[config.mk]
export PLATFORM = sky130hd
export DESIGN_NAME = mem_arbiter
export DESIGN_NICKNAME = d
export VERILOG_FILES = /design/src/rtl/mem_arbiter.sv
export SDC_FILE = /design/constraint.sdc
export NUM_CORES = 1
export LEC_CHECK = 0
export BUFFER_PORTS_ARGS = -buffer_cell sky130_fd_sc_hd__buf_2
export CAP_MARGIN = 25
export CORE_MARGIN = 5
export CORE_UTILIZATION = 29
export DETAILED_ROUTE_END_ITERATION = 10
export GPL_ROUTABILITY_DRIVEN = 0
export PLACE_DENSITY = 0.86
export SETUP_SLACK_MARGIN = 0.3
export SLEW_MARGIN = 10
export SYNTH_ARGS = -nofsm -noshare
export SYNTH_HDL_FRONTEND = slang
export SYNTH_SLANG_ARGS = --single-unit
[constraint.sdc]
create_clock -name clk -period 2 [get_ports clk]
set_clock_uncertainty 0.2 [all_clocks]
set_input_delay 0.2 -clock clk [delete_from_list [all_inputs] [get_ports clk]]
set_output_delay 0.2 -clock clk [all_outputs]
set_load 0.05 [all_outputs]
[src/rtl/mem_arbiter.sv]
// Two-master round-robin arbiter for a shared RAM port.
// Supports bounded locked bursts and tags read data back to its issuer.
module mem_arbiter #(
  parameter int AW       = 16,
  parameter int DW       = 8,
  parameter int MAX_HOLD = 8,
  parameter int RD_LAT   = 1
) (
  input  logic          clk,
  input  logic          rst_n,
  input  logic          m0_req,
  input  logic          m0_lock,
  input  logic [AW-1:0] m0_addr,
  input  logic [DW-1:0] m0_wdata,
  input  logic          m0_we,
  output logic          m0_gnt,
  output logic [DW-1:0] m0_rdata,
  output logic          m0_rvalid,
  input  logic          m1_req,
  input  logic          m1_lock,
  input  logic [AW-1:0] m1_addr,
  input  logic [DW-1:0] m1_wdata,
  input  logic          m1_we,
  output logic          m1_gnt,
  output logic [DW-1:0] m1_rdata,
  output logic          m1_rvalid,
  output logic [AW-1:0] ram_addr,
  output logic [DW-1:0] ram_di,
  output logic          ram_we,
  input  logic [DW-1:0] ram_do,
  output logic          owner
);

  localparam int HW = $clog2(MAX_HOLD + 1);
  localparam logic [HW-1:0] HOLD_MAX = HW'(MAX_HOLD);

  typedef enum logic [1:0] {
    IDLE  = 2'd0,
    LOCK0 = 2'd1,
    LOCK1 = 2'd2
  } state_t;

  state_t        state_q, state_d;
  logic [HW-1:0] hold_q, hold_d;
  logic          last_q, last_d;
  logic          owner_q, owner_d;

  logic          gnt0, gnt1, pick1;
  logic          beat, gid, glock;
  logic          at_max;

  logic [RD_LAT-1:0] tv_q;
  logic [RD_LAT-1:0] tid_q;

  assign at_max = (hold_q >= HOLD_MAX);

  // State, hold counter, round-robin pointer and debug owner
  always_ff @(posedge clk or negedge rst_n) begin
    if (!rst_n) begin
      state_q <= IDLE;
      hold_q  <= '0;
      last_q  <= 1'b1;
      owner_q <= 1'b0;
    end else begin
      state_q <= state_d;
      hold_q  <= hold_d;
      last_q  <= last_d;
      owner_q <= owner_d;
    end
  end

  // Next state: every beat re-evaluates lock ownership
  always_comb begin
    state_d = state_q;
    hold_d  = hold_q;
    last_d  = last_q;
    owner_d = owner_q;
    beat    = gnt0 | gnt1;
    gid     = gnt1;
    glock   = gnt1 ? m1_lock : m0_lock;
    if (!beat) begin
      state_d = IDLE;
    end else begin
      last_d  = gid;
      owner_d = gid;
      if (glock) begin
        state_d = gid ? LOCK1 : LOCK0;
        if (state_q == (gid ? LOCK1 : LOCK0))
          hold_d = at_max ? hold_q : hold_q + HW'(1);
        else
          hold_d = HW'(1);
      end else begin
        state_d = IDLE;
      end
    end
  end

  // Grant decision and RAM mux, combinational in the beat cycle
  always_comb begin
    gnt0  = 1'b0;
    gnt1  = 1'b0;
    pick1 = 1'b0;
    unique case (state_q)
      LOCK0:   pick1 = at_max;
      LOCK1:   pick1 = ~at_max;
      default: pick1 = ~last_q;
    endcase
    if (rst_n) begin
      unique case (1'b1)
        (m0_req & ~m1_req): gnt0 = 1'b1;
        (m1_req & ~m0_req): gnt1 = 1'b1;
        (m0_req & m1_req): begin
          gnt0 = ~pick1;
          gnt1 = pick1;
        end
        default: ;
      endcase
    end
    ram_addr = '0;
    ram_di   = '0;
    ram_we   = 1'b0;
    if (gnt0) begin
      ram_addr = m0_addr;
      ram_di   = m0_wdata;
      ram_we   = m0_we;
    end else if (gnt1) begin
      ram_addr = m1_addr;
      ram_di   = m1_wdata;
      ram_we   = m1_we;
    end
  end

  // Read tag pipe aligned with the RAM read latency
  always_ff @(posedge clk or negedge rst_n) begin
    if (!rst_n) begin
      tv_q  <= '0;
      tid_q <= '0;
    end else begin
      for (int i = RD_LAT - 1; i > 0; i--) begin
        tv_q[i]  <= tv_q[i-1];
        tid_q[i] <= tid_q[i-1];
      end
      tv_q[0]  <= beat & ~ram_we;
      tid_q[0] <= gid;
    end
  end

  assign m0_gnt    = gnt0;
  assign m1_gnt    = gnt1;
  assign m0_rdata  = ram_do;
  assign m1_rdata  = ram_do;
  assign m0_rvalid = tv_q[RD_LAT-1] & ~tid_q[RD_LAT-1];
  assign m1_rvalid = tv_q[RD_LAT-1] & tid_q[RD_LAT-1];
  assign owner     = owner_q;

endmodule

# [After elaboration in Yosys (flattened, before gate mapping)]
# Cells that the tools add are included.
[totals] output_inout_bits=46 reg_bits=10 word_cells=44
[op_classes] reduce_logical=1 muxes=17 magnitude_cmp=1 eq_ne=4 bitwise_logic=14 add_sub_neg=1
[op_table] cell="16-bit two-way mux" n=2
[op_table] cell="8-bit two-way mux" n=2
[op_table] cell="4-bit two-way mux" n=2
[op_table] cell="1-bit inverter" n=7
[op_table] cell="1-bit bitwise AND" n=6
[op_table] cell="2-bit two-way mux" n=3
[op_table] cell="1-bit one-hot mux with 2 select lines" n=3
[op_table] cell="1-bit two-way mux" n=5
[op_table] cell="4-bit by 1-bit adder with 4-bit output (second input constant)" n=1
[op_table] cell="4-bit greater-or-equal comparator (second input constant)" n=1
[op_table] cell="3-bit AND reduction" n=1
[op_table] cell="2-bit by 1-bit == test with 1-bit output (second input constant)" n=1
[op_table] cell="2-bit == test" n=1
[op_table] cell="2-bit == test (second input constant)" n=1
[op_table] cell="2-bit inequality test (second input constant)" n=1
[op_table] cell="1-bit OR" n=1

# [Logic depth before layout (Yosys ltp)]
[logic_depth] ltp_word=9 mapped_depth=8 mapped_depth_nobuf=7

# [Worst setup path after synthesis]
# Ideal clock, no wire load.
[synth_timing] path_type="register -> output" startpoint="register state_q[0]" endpoint="output port ram_addr[2]" stages_incl_launch_ff=8 path_slack_ns=-0.554 arrival_time_ns=2.154 n_path_buf=2 required_ns=1.600 cell_sequence="dfrtp_1 -> inv_1 -> ha_1 -> and3_1 -> a211oi_2 -> buf_2 -> buf_2 -> a22o_1"
[synth_between] elab_chain_cells=6 word_cells_on_any_way=10 classes_between="2 x eq/ne; 7 x mux; 1 x bitwise"
[synth_rtl] item="from (decl)" line="43" source="state_t state_q, state_d;"
[synth_rtl] item="from (signal assigned)" line="65" source="state_q <= state_d;"
[synth_rtl] item="2-bit == test / 2-bit by 1-bit == test with 1-bit output (equally long branches)" line="103" source="unique case (state_q)"
[synth_rtl] item="1-bit one-hot mux with 2 select lines (*)" line="103"
[synth_rtl] item="1-bit one-hot mux with 2 select lines (*)" line="109" source="unique case (1'b1)"
[synth_rtl] item="1-bit two-way mux (*)" line="108" source="if (rst_n) begin"
[synth_rtl] item="named net m1_gnt" line="24" source="output logic m1_gnt,"
[synth_rtl] item="16-bit two-way mux (*)" line="126" source="end else if (gnt1) begin"
[synth_rtl] item="16-bit two-way mux (*)" line="122" source="if (gnt0) begin"
[synth_rtl] item="to (decl)" line="27" source="output logic [AW-1:0] ram_addr,"
# The timed path passes the listed nets; every way through them passes the cells marked *.

# [Final worst setup path]
[layout_timing] startpoint="register state_q[0]" endpoint="output port ram_addr[14]"
[layout_between] elab_chain_cells=6 word_cells_on_any_way=10 classes_between="2 x eq/ne; 7 x mux; 1 x bitwise"
[layout_rtl] item="2-bit == test / 2-bit by 1-bit == test with 1-bit output (equally long branches)" line="103"
[layout_rtl] item="1-bit one-hot mux with 2 select lines (*)" line="103"
[layout_rtl] item="1-bit one-hot mux with 2 select lines / 1-bit inverter (equally long branches)" line="109, 113"
[layout_rtl] item="1-bit two-way mux / 1-bit one-hot mux with 2 select lines (equally long branches)" line="108, 109"
[layout_rtl] item="16-bit two-way mux / 1-bit two-way mux (equally long branches)" line="126, 108"
[layout_rtl] item="16-bit two-way mux (*)" line="122"
# Mark *: on every way between the ends. The rest lies on a longest branch, timed or not.

==> metrics.md <==
| Metric | Value |
|---|---|
| R2R setup slack | -0.41 ns |
| HP Class | primary input to flip-flop |
| Die width | between 60 and 70 µm |
| Diode count | 0 |
| Largest net degree at the start of global routing | 21 |
| Buffers on Ports | 85 |
| Synth warn | 0 |
| Startpoint types | flip-flop |
| R2r endpoint | hold_q[1]$_DFFE_PN0P_ |
| Layout Cells excl Fill | 239 |
| Clock network fraction of total power | between 10% and 20% |
| Post-synth EDFFs | 0 |
| Share of total power in combinational logic | ~64% |
| Total CTS buffers | 3 |
| Top_reg_cell synth | dfrtp_1 |
| Area growth from synthesis to layout | 125% |
| Core footprint | ~3000 µm² |
| Synth cell types | 22 |
| First-pass GRT wire length | approximately 6300 µm |
| Synth Net Count | around 170 |
| Initial core utilization | between 20% and 30% |
| Hold EP | state_q[0]$_DFF_PN0_ |
| Ys async rst share | 100% |
| Final setup vio count | 31 |
| Hold Fails Final Rpt | 0 |
| Ports | 110 |
| Failing checks | setup timing |
| RSZ-0062 raised after global routing | true |
| Most frequent cell after synthesis | a22o_1 |
| Critical path class | flip-flop to output port |
| CTS max path bufs | 2 |
| Clock transition at path regs | 0.06 ns |
| Number of global-route vias before repair | about 1300 |
| Total power | approximately 1.2 mW |
| Syn avg cell area | just over 9 µm² |
| # placed instances | between 200 and 250 |
| Reg power frac | around a fifth |
| Filler instances | 215 |
| WP depth | 9 |
| Worst VDD drop | ~0.4 mV |
| Num Clock Sinks | 10 |
| GRT Util Overall | approximately a fifth |
| Layout cell share with drive strength beyond 1 | about four fifths |
| Tcrit/Tclk final | 125% |
| Drt drc | 0 |
| Synth Register Bits | 10 |
| Final ANT Viol Nets | 0 |
| CP delay by family, top | compound AO/OA/AOI/OAI gates |
| DIE AREA | roughly 4300 µm² |
| Psw | 0.511 mW |
| Mapped cell area | 905 µm² |
| Vias/cell | roughly 4.8 |
| PwrDens | 593 nW/µm² |
| Synth top cells by count | a22o_1, buf_4, dfrtp_1 |
| Die height | approximately 66 µm |
| Dpl ws | -0.303 ns |
| Critical path arrival | roughly 2.1 ns |
| Sequential cell area fraction in the yosys report | 27.8% |
| Crit path buffers/inverters | 4 |
| Worst slew margin relative to its limit | between 60% and 70% |
| Leakage | about 1.1 nW |
| Hold Path Stages | 3 |
| Slew @ Worst Pin | about 0.48 ns |
| RR Startpoint | state_q[0]$_DFF_PN0_ |
| CTS tree | yes |
| WL final | 4180 µm |
| Total congestion overflow | 0 |
| Standard-cell row count | 20 |
| Initial antenna violation count | 0 |
| Outcome | finished with violations |
| Area leader, netlist | a22o_1 |
| Worst stage delay on the critical path | 0.40 ns |
| Vias after detailed routing | around 1200 |
| Nets | ~260 |
| CP endpoint kind | output port |
| HP Start | rst_n |
| Switching Fraction | between 40% and 50% |
| Dpl hpwl | just over 3000 µm |
| Syn Inst Count | between 90 and 100 |
| Clock tree root buffer cell | clkbuf_4 |
| Crit-path cells | inv_2, ha_4, a21bo_2, a22o_1, nand2_2, inv_4, buf_12, a22o_4, buf_8 |
| R2R depth | 10 |
| Crit path time final | 2.50 ns |
| Fmax achieved | around 400 MHz |
| Slowest cell on crit path | dfrtp_1 |
| Max Cap Violations | 0 |
| Total iterations of the first detailed-routing run | 2 |
| # H-tree levels | 1 |
| Initial drt markers | 24 |
| P_int | just under 0.7 mW |
| Placed Area | 1620 µm² |
| Critical path fanouts, max | 20 |
| Final Cell Area | 2030 µm² |
| Wire length per cell | between 15 and 20 µm |
| Largest cells by area after synthesis | a22o_1, dfrtp_1, buf_4 |
| Setup ws final | -0.497 ns |
| Slew Limit Fails | 0 |
| Area share of the largest cell type after synthesis | between 20 and 30% |
| Clock Latency Late Sink | about 0.27 ns |
| Crit path required time | approximately 1.6 ns |
| Final core utilization | about two thirds |
[cell type report]
| class | instances | area (µm²) | area share (%) |
|---|---|---|---|
| well taps | 44 | 55.1 | 2.71 |
| multi-input cells | 61 | 756 | 37.1 |
| clock buffers | 4 | 36.3 | 1.78 |
| flip-flops and latches | 10 | 251 | 12.4 |
| repair buffers | 113 | 905 | 44.5 |
| inverters | 7 | 31.3 | 1.54 |
[metrics by stage]
stage,setup TNS (ns),hold WS (ns)
detailed placement,-7.92,-0.0406
CTS,-12.95,0.117
global placement,-6.63,-0.0379
global route,-16.21,0.173
floorplan,-1.44,-0.296
finish,-14.14,0.161
[tightest hold or removal path: cells and delay by family]
kind / cells / cell delay, ns
buffers and inverters: 2 / 0.22
AND/OR/NAND/NOR: 1 / 0.18
[power groups by stage]
| stage | Clock [mW] | Sequential, mW | Combinational, mW |
|---|---|---|---|
| final | 0.182 | 0.248 | 0.777 |
| after global routing | 0.197 | 0.252 | 0.813 |
| after CTS | 0.189 | 0.247 | 0.737 |
| after detailed placement | 0 | 0.251 | 0.623 |
| after global placement | 0 | 0.250 | 0.614 |
| after floorplan | 0 | 0.264 | 0.503 |
[routing by layer]
layer,track usage [%],part of all wire [%]
met1,19.5,34
met2,34.9,54
met5,0,0
met3,9.01,10
met4,5.70,1.7
[sequential cells by signal, summed over array words and instances (netlist names)]
name	flops
owner	1
tv_q	1
last_q	1
hold_q	4
state_q	2
tid_q	1
[cell families (layout without fill, tap and decap cells)]
logic type,Yosys count,in the layout,synth area share [%]
compound gates,36,36,34.0
fa+ha+maj,4,4,5.53
buf+inv,28,124,18.9
flops,10,10,27.8
mux,3,3,3.32
simple gates,18,18,10.4
[cells in the final DEF (no fill, tap or decap), types with 2 or more instances in the layout]
cell and n:
a22o_1 3, a22o_2 2, a22o_4 23, and2_1 2, buf_12 4, buf_2 58, buf_4 14, buf_6 27
buf_8 5, clkbuf_4 3, dfrtp_1 9, dlygate4sd3_1 5, ha_1 2, inv_1 4, inv_4 2, mux2i_1 2
nand2_1 5, nor2_1 2, nor2b_1 4
[timing repair]
action | in CTS | in global routing
setup buffers | 4 | 2
endpoints found under the hold margin | 13 | 0
setup endpoints to repair | 36 | 37
resized for setup | 67 | 16
hold buffers | 5 | 0
pin swaps | 5 | 6
[worst max path at each step]
| stage | start | to | slack (ns) |
|---|---|---|---|
| CTS | state_q[1]$_DFF_PN0_ | ram_addr[14] | -0.47 |
| global placement | state_q[0]$_DFF_PN0_ | ram_addr[13] | -0.25 |
| finish | state_q[0]$_DFF_PN0_ | ram_addr[14] | -0.50 |
| global route | state_q[0]$_DFF_PN0_ | ram_addr[14] | -0.56 |
| detailed placement | state_q[1]$_DFF_PN0_ | ram_addr[4] | -0.30 |
| floorplan | state_q[0]$_DFF_PN0_ | ram_addr[1] | -0.08 |
(Power assumes the default switching activity.)
